--- src/rtl/alu_sequencer.sv ---
// alu_sequencer: two-byte-instruction sequencer driving an external ALU and a
// single-outstanding request/acknowledge memory port. Every memory access is
// a separate request: the request drops in the cycle after the acknowledge and
// the next access is issued one cycle later, so acknowledges never overlap.
module alu_sequencer #(
  parameter logic [7:0] RESET_PC = 8'h00
) (
  input  logic       clk,
  input  logic       rst_n,
  input  logic       start,
  output logic       mem_req,
  output logic       mem_we,
  output logic [7:0] mem_addr,
  output logic [7:0] mem_wdata,
  input  logic [7:0] mem_rdata,
  input  logic       mem_ack,
  output logic [2:0] alu_mode,
  output logic       alu_activate,
  input  logic [7:0] alu_result,
  output logic [7:0] ac,
  output logic [7:0] pc,
  output logic       busy,
  output logic       halted
);

  localparam logic [2:0] IDLE      = 3'd0;
  localparam logic [2:0] FETCH_OP  = 3'd1;
  localparam logic [2:0] FETCH_ADR = 3'd2;
  localparam logic [2:0] READ_DR   = 3'd3;
  localparam logic [2:0] EXEC      = 3'd4;
  localparam logic [2:0] WB        = 3'd5;
  localparam logic [2:0] STORE     = 3'd6;
  localparam logic [2:0] HALT      = 3'd7;

  localparam logic [2:0] MODE_STORE  = 3'b101;
  localparam logic [2:0] MODE_NEGATE = 3'b110;
  localparam logic [2:0] MODE_HALT   = 3'b111;

  logic [2:0] state;
  logic [2:0] ir;
  logic [7:0] opa;
  logic [7:0] dr;

  // Status and ALU strobes decode directly from the state; only the mode bits
  // of the opcode are kept, the upper opcode bits carry no meaning.
  assign alu_mode     = ir;
  assign alu_activate = (state == EXEC);
  assign busy         = (state != IDLE) && (state != HALT);
  assign halted       = (state == HALT);

  // Writes carry the accumulator; AC cannot change during STORE, so the data
  // is stable for the whole request. Outside writes the port shows DR.
  assign mem_wdata = mem_we ? ac : dr;

  // Main sequencer: each memory state first raises a request with its
  // address, then waits for the acknowledge, captures data and moves on.
  always_ff @(posedge clk) begin
    if (!rst_n) begin
      state    <= IDLE;
      pc       <= RESET_PC;
      ac       <= 8'h00;
      dr       <= 8'h00;
      ir       <= 3'b000;
      opa      <= 8'h00;
      mem_req  <= 1'b0;
      mem_we   <= 1'b0;
      mem_addr <= 8'h00;
    end else begin
      case (state)
        IDLE, HALT: begin
          if (start) begin
            state <= FETCH_OP;
            pc    <= RESET_PC;
          end
        end

        FETCH_OP: begin
          if (!mem_req) begin
            mem_req  <= 1'b1;
            mem_we   <= 1'b0;
            mem_addr <= pc;
          end else if (mem_ack) begin
            mem_req <= 1'b0;
            ir      <= mem_rdata[2:0];
            pc      <= pc + 8'd1;
            state   <= (mem_rdata[2:0] == MODE_HALT) ? HALT : FETCH_ADR;
          end
        end

        FETCH_ADR: begin
          if (!mem_req) begin
            mem_req  <= 1'b1;
            mem_we   <= 1'b0;
            mem_addr <= pc;
          end else if (mem_ack) begin
            mem_req <= 1'b0;
            opa     <= mem_rdata;
            pc      <= pc + 8'd1;
            if (ir == MODE_STORE)
              state <= STORE;
            else if (ir == MODE_NEGATE)
              state <= EXEC;
            else
              state <= READ_DR;
          end
        end

        READ_DR: begin
          if (!mem_req) begin
            mem_req  <= 1'b1;
            mem_we   <= 1'b0;
            mem_addr <= opa;
          end else if (mem_ack) begin
            mem_req <= 1'b0;
            dr      <= mem_rdata;
            state   <= EXEC;
          end
        end

        EXEC: begin
          state <= WB;
        end

        WB: begin
          ac    <= alu_result;
          state <= FETCH_OP;
        end

        STORE: begin
          if (!mem_req) begin
            mem_req  <= 1'b1;
            mem_we   <= 1'b1;
            mem_addr <= opa;
          end else if (mem_ack) begin
            mem_req <= 1'b0;
            mem_we  <= 1'b0;
            state   <= FETCH_OP;
          end
        end

        default: begin
          state <= IDLE;
        end
      endcase
    end
  end

endmodule

--- config.mk ---
export PLATFORM = sky130hd
export DESIGN_NAME = alu_sequencer
export DESIGN_NICKNAME = d
export VERILOG_FILES = /design/src/rtl/alu_sequencer.sv
export SDC_FILE = /design/constraint.sdc
export NUM_CORES = 1
export LEC_CHECK = 0
export CAP_MARGIN = 20
export CORE_MARGIN = 2
export CORE_UTILIZATION = 30
export CTS_BUF_LIST = sky130_fd_sc_hd__clkbuf_8
export DETAILED_ROUTE_END_ITERATION = 10
export PLACE_DENSITY = 0.62
export SLEW_MARGIN = 20
export SYNTH_ARGS = -nofsm -noshare
export SYNTH_HDL_FRONTEND = slang
export SYNTH_SLANG_ARGS = --single-unit
--- constraint.sdc ---
create_clock -name clk -period 1.2 [get_ports clk]
set_input_delay 0.24 -clock clk [delete_from_list [all_inputs] [get_ports clk]]
set_output_delay 0.24 -clock clk [all_outputs]
set_load 0.005 [all_outputs]
==> results.yml, run 1 <==
outcome:
  status: "complete, but fails checks"
  violations: "negative setup slack"
sta:
  rsz0062_at_grt: "true"
  fmax_mhz: 661
  max_slew_margin: 0.702
  final.min_clock_period_ns: 1.51
  fin_worst_skew_ns: 0.00669
  finalCritPeriodShare: 1.26
  hold_slack_ns: 0.465
  slew_violations: 0
  hold_violations: 0
  layout_setup_ws_ns: -0.312
  tightestPinTransition_ns: 0.443
  finalSetupViolations: 60
clock_network:
  cts_buffer_depth: 2
  cts_hold_buf: 0
  cts_root_buffer: "clkbuf_8"
  insertion_delay_ns: 0.30
  cts_sinks: 48
  cts_tree: "done"
  clk_pin_slew_ns: 0.10
  cts_made_buffers: 5
  cts_htree_levels: 2
route:
  drt-met1-wl_um: 3460
  ant_nets: 0
  drt_iter0_markers: 120
  drc: 0
  drt_first_pass_iters: 4
  routed_wl_um: 7880
  wl_met2_um: 3880
  top_layer: "met4"
  vias_per_cell: 5.01
  route.met3.wl_um: 378
  vias: 2546
  post_drt_wl_per_cell_um: 15.5
pwr:
  p_per_area_nw_per_um2: 803
  p_sw_mw: 0.997
  comb_power_share: 0.226
  power.leakage_nw: 1.98
  swShare: 0.283
  p_clk_frac: 0.301
  seq_power_share: 0.473
  power.internal_mw: 2.53
  peakVddDrop_uv: 566
logic_synthesis:
  synth_top_family_by_area: "simple AND/OR/NAND/NOR gates"
  synth_fa_ha_area_frac: 0.00542
  syn_area_sq_um: 2310
  synth.net_count: 283
  synth.avg_cell_area_sq_um: 8.81
  ys_ff_latch: 48
  synthMuxAreaShare: 0.126
  synth-simple-area-share: 0.203
  synth-seq-area-share: 0.416
  synth-compound-area-share: 0.180
  ys_async_sr_fraction: 0
  synthFlopType: "dfxtp_1"
  synth_xor_area_frac: 0.0146
  synthCells: 262
  synth_edf_count: 0
  ys_types: 45
  synth_warnings: 0
floorplan:
  dieArea_sq_um: 8410
  core_area_sq_um: 7330
  fp.dieH_um: 91.7
  fp-row-count: 31
  die-width_um: 91.7
  ios: 60
  initial_utilization: 0.315
critical_path:
  path_delay_family: "flip-flops"
  rr_startpoint: "state[0]"
  critPathKind: "flip-flop to flip-flop"
  path_max_fanout: 8
  crit_path_start: "state[0]"
  crit_required_ns: 1.45
  critical_path.cell_chain: "buf_6 > buf_8 > xor2_4 > nand3b_4 > nor3_2 > o221a_2"
  cpMaxStageDelayCell: "dfxtp_4"
  arrival_ns: 1.76
  crit_path_end_kind: "flip-flop"
  slowest_delay_ns: 0.37
  crit_buf_inv: 2
  cp-start-kind: "flip-flop"
global_routing:
  grt_max_degree: 31
  grt_usage: 0.181
  grt_antenna_before_repair: 0
  grt_pass1_vias: 2531
  grt_pass1_wl_um: 12300
  grt.overflow.total: 0
layout:
  layout.nets: 429
  diodes: 0
  syn2layout_area_growth_pct: 90.1
  fillCellCount: 562
  drive_above_1_share: 0.604
  stdcell_area_sq_um: 4390
hold_path:
  worstHoldPathType: "input pin to flip-flop"
  holdCritStartpoint: "mem_ack"
run:
  max-cap-violations: 0
placed_design:
  hpwl_um: 4790
  portBuffers: 59
  routabilityCongestion: 0.872
  dpl-instance-area_sq_um: 3460
path summary, 6_finish.rpt:
path,endpoint,slack [ns],cells past startpoint
worst max-delay path,pc[7],-0.31,6
worst min-delay path,mem_we,0.46,4
worst max register to register,pc[7],-0.31,6
worst min register to register,dr[6],0.47,2
sequential cells by signal, summed over array words and instances, names as in the netlist:
signal    flops
mem_we        1
pc            8
mem_req       1
ac            8
state         3
alu_mode      3
opa           8
mem_addr      8
dr            8
layout by cell type (no fill, tap or decap), drive strengths merged, types with 2 or more instances in the layout:
cell type and count:
nand3b 2, and2 2, inv 6, mux2i 20, o221a 6, dlygate4sd2 17
nor3 4, nand3 15, and3 2, clkbuf 11, nor4 2, a31oi 3
xor2 3, dfxtp 48, o21ai 21, nor2 26, buf 114, a21oi 28
clkdlybuf4s50 18, mux2 8, nand2 35
cell type report:
class	instances	area, sq um	share of cell area
multi-input cells	192	1650	0.375
flip-flops and latches	48	1010	0.230
repair buffers	155	1480	0.337
clock buffers	6	82.6	0.0188
well taps	99	124	0.0282
clock inverters	2	13.8	0.00314
inverters	6	31.3	0.00713
power by group through the flow:
| stage | clock network (mW) | registers (mW) | logic (mW) |
|---|---|---|---|
| floorplan | 0 | 1.71 | 0.239 |
| global placement | 0 | 1.71 | 0.538 |
| detailed placement | 0 | 1.71 | 0.541 |
| CTS | 1.07 | 1.66 | 0.713 |
| global route | 1.15 | 1.67 | 0.839 |
| finish | 1.06 | 1.67 | 0.795 |
cells by family after synthesis:
group,count (synthesis)
simple gates,95
compound gates,65
flops,48
mux,28
buf+inv,22
xor+xnor,3
fa+ha+maj,1
worst register-to-register path, delay by kind of cell (launching register included):
family,cells,cell delay [ns]
xor gates and xnor gates,1,0.28
and+or+nand+nor,2,0.35
DFF,1,0.37
AOI/OAI and AO/OA,1,0.19
buffers and inverters,2,0.27
synth_stat cells, types with 2 or more instances:
cell      instances  area share
xor2_1            2      0.0076
nor3_1            4      0.0087
dfxtp_1          48        0.42
inv_1             5      0.0081
a21oi_1          28       0.061
buf_6             3       0.015
buf_4             2      0.0065
mux2_2            8       0.039
nor4_1            2      0.0054
o21ai_1           3      0.0065
buf_2             4      0.0087
o221a_2           6       0.029
mux2i_1          20       0.087
nand3_1          15       0.033
o21ai_0          18       0.039
and3_1            2      0.0054
nand2_1          34       0.055
clkbuf_1          5      0.0081
nor2_1           25       0.041
a31oi_1           3      0.0081
layer usage:
| layer | up-vias | global-route usage |
|---|---|---|
| met3 | 18 | 0.0386 |
| met1 | 1236 | 0.230 |
| met4 | 0 | 0.0410 |
| met2 | 70 | 0.316 |
| met5 | - | 0 |
| li1 | 1222 | - |
per-stage QoR:
step	setup TNS [ns]	std cells	power, mW	util	worst slack [ns]
floorplan	-0.332	262	1.95	-	-0.0632
global placement	-19.48	463	2.25	0.472	-0.509
finish	-13.74	508	3.52	0.598	-0.312
global route	-16.66	508	3.66	0.598	-0.375
detailed placement	-20.06	463	2.25	0.472	-0.546
CTS	-12.88	502	3.44	0.562	-0.303
timing repair:
item / 4_1_cts / 5_1_grt
gates resized for setup: 207 / 82
endpoints found under the hold margin: 0 / 0
endpoints found under the setup margin: 88 / 65
pin swaps: 43 / 47
cloned: 2 / 0
setup buffers: 31 / 8
Note: power is estimated with default switching activity, not from simulation.
==> run 2: changes to the inputs <==
--- a/config.mk
+++ b/config.mk
@@ -6,6 +6,7 @@
 export NUM_CORES = 1
 export LEC_CHECK = 0
 export CAP_MARGIN = 20
+export CORE_ASPECT_RATIO = 1.4
 export CORE_MARGIN = 2
 export CORE_UTILIZATION = 30
 export CTS_BUF_LIST = sky130_fd_sc_hd__clkbuf_8
==> results.yml, run 2 (synthesis results as in run 1) <==
floorplan:
  ios: 60
  fp.dieH_um: 108
  fp-row-count: 37
  die-width_um: 78.1
  dieArea_sq_um: 8420
  initial_utilization: 0.311
  core_area_sq_um: 7410
layout:
  layout.nets: 425
  fillCellCount: 640
  seqCellArea_sq_um: 1010
  finish.utilization: 0.578
  final_common_cell: "buf_4"
  diodes: 0
  final_cell_mix: "64 x buf_4, 27 x buf_6, 25 x dfxtp_2"
  syn2layout_area_growth_pct: 85.5
  drive_above_1_share: 0.595
  fin_cells: 502
  multi_input_area_sq_um: 1650
critical_path:
  arrival_ns: 1.24
  crit_required_ns: 0.96
  cp-start-kind: "flip-flop"
  path_max_fanout: 8
  crit_path_end_kind: "output port"
  critPathKind: "flip-flop to output port"
outcome:
  status: "complete, but fails checks"
  violations: "negative setup slack"
route:
  drt_first_pass_iters: 4
  routed_wl_um: 7420
  post_drt_wl_per_cell_um: 14.8
  ant_nets: 0
  vias_per_cell: 4.89
  drt_iter0_markers: 77
  vias: 2454
  drc: 0
placed_design:
  dpl.cell_count: 463
  routabilityCongestion: 0.849
  hpwl_um: 4780
  portBuffers: 59
clock_network:
  cts_made_buffers: 5
  insertion_delay_ns: 0.30
  clk_pin_slew_ns: 0.09
  cts_root_buffer: "clkbuf_8"
  cts_htree_levels: 2
  cts_hold_buf: 0
  cts_buffer_depth: 2
  cts_sinks: 48
  cts_tree: "done"
global_routing:
  grt_antenna_before_repair: 0
  grt_usage: 0.174
  grt_max_degree: 31
  grt_pass1_wl_um: 11900
  grt.overflow.total: 0
  grt_pass1_vias: 2495
sta:
  final.min_clock_period_ns: 1.48
  max_slew_margin: 0.787
  slew_violations: 0
  layout_setup_ws_ns: -0.278
  tightestPinTransition_ns: 0.320
  fmax_mhz: 677
  fin_worst_skew_ns: 0.00912
  finalSetupViolations: 59
  rsz0062_at_grt: "true"
  finalCritPeriodShare: 1.23
  hold_violations: 0
pwr:
  peakVddDrop_uv: 522
  power.leakage_nw: 1.97
  p_per_area_nw_per_um2: 791
hold_path:
  worstHoldPathType: "flip-flop to flip-flop"
run:
  max-cap-violations: 0
run 2: cell count changes in the layout (fill, tap and decap cells not counted), moves of 3 or more:
| cell | previous run | this run |
|---|---|---|
| dfxtp_2 | 21 | 25 |
| nand2_1 | 18 | 22 |
| o21ai_2 | 8 | 4 |
| buf_6 | 30 | 27 |
| buf_8 | 7 | 4 |
run 2: final timing paths:
path                            startpoint            to  slack, ns  cells after the start
worst max-delay path                mem_we  mem_wdata[4]      -0.28                      3
worst min-delay path                 dr[2]         dr[2]       0.46                      2
worst max register to register    state[2]   alu_mode[0]      -0.24                      5
worst min register to register       dr[2]         dr[2]       0.46                      2
run 2: cell type report:
type / instances / share of cell area
Clock buffer: 5 / 0.0161
Clock inverter: 3 / 0.00439
Timing Repair Buffer: 151 / 0.324
Inverter: 6 / 0.00614
Multi-Input combinational cell: 192 / 0.385
Tap cell: 97 / 0.0284
Sequential cell: 48 / 0.235
run 2: metal layers:
metal	global-route usage	wire length, um	vias up
met5	0	0	-
met1	0.214	3030	1171
met4	0.0338	36	0
met3	0.0294	278	4
met2	0.320	4070	65
li1	-	-	1214
run 2: worst max-delay path, stage by stage, from the launching register on:
cell	delay (ns)
dfxtp_2	0.36
buf_12	0.14
mux2_4	0.31
buf_6	0.12
run 2: per-stage QoR:
step	hold WS, ns	setup slack [ns]	setup TNS (ns)	cell area (sq um)	power (mW)
finish	0.464	-0.278	-9.51	4280	3.39
floorplan	0.376	-0.0632	-0.332	2370	1.95
global placement	0.447	-0.492	-18.86	3490	2.25
detailed placement	0.449	-0.511	-19.57	3490	2.26
CTS	0.464	-0.285	-8.36	3970	3.33
global route	0.487	-0.327	-13.07	4280	3.52
run 2: report_power, final:
group / switching (mW) / total (mW) / internal (mW)
logic: 0.343 / 0.722 / 0.379
clock network: 0.583 / 0.991 / 0.408
registers: 0.0340 / 1.67 / 1.64
run 2: repair_timing:
action | in CTS | in global routing
gates resized for setup | 193 | 77
gates cloned | 2 | 1
pin swaps | 15 | 44
buffers inserted | 24 | 10
endpoints found under the setup margin | 88 | 63
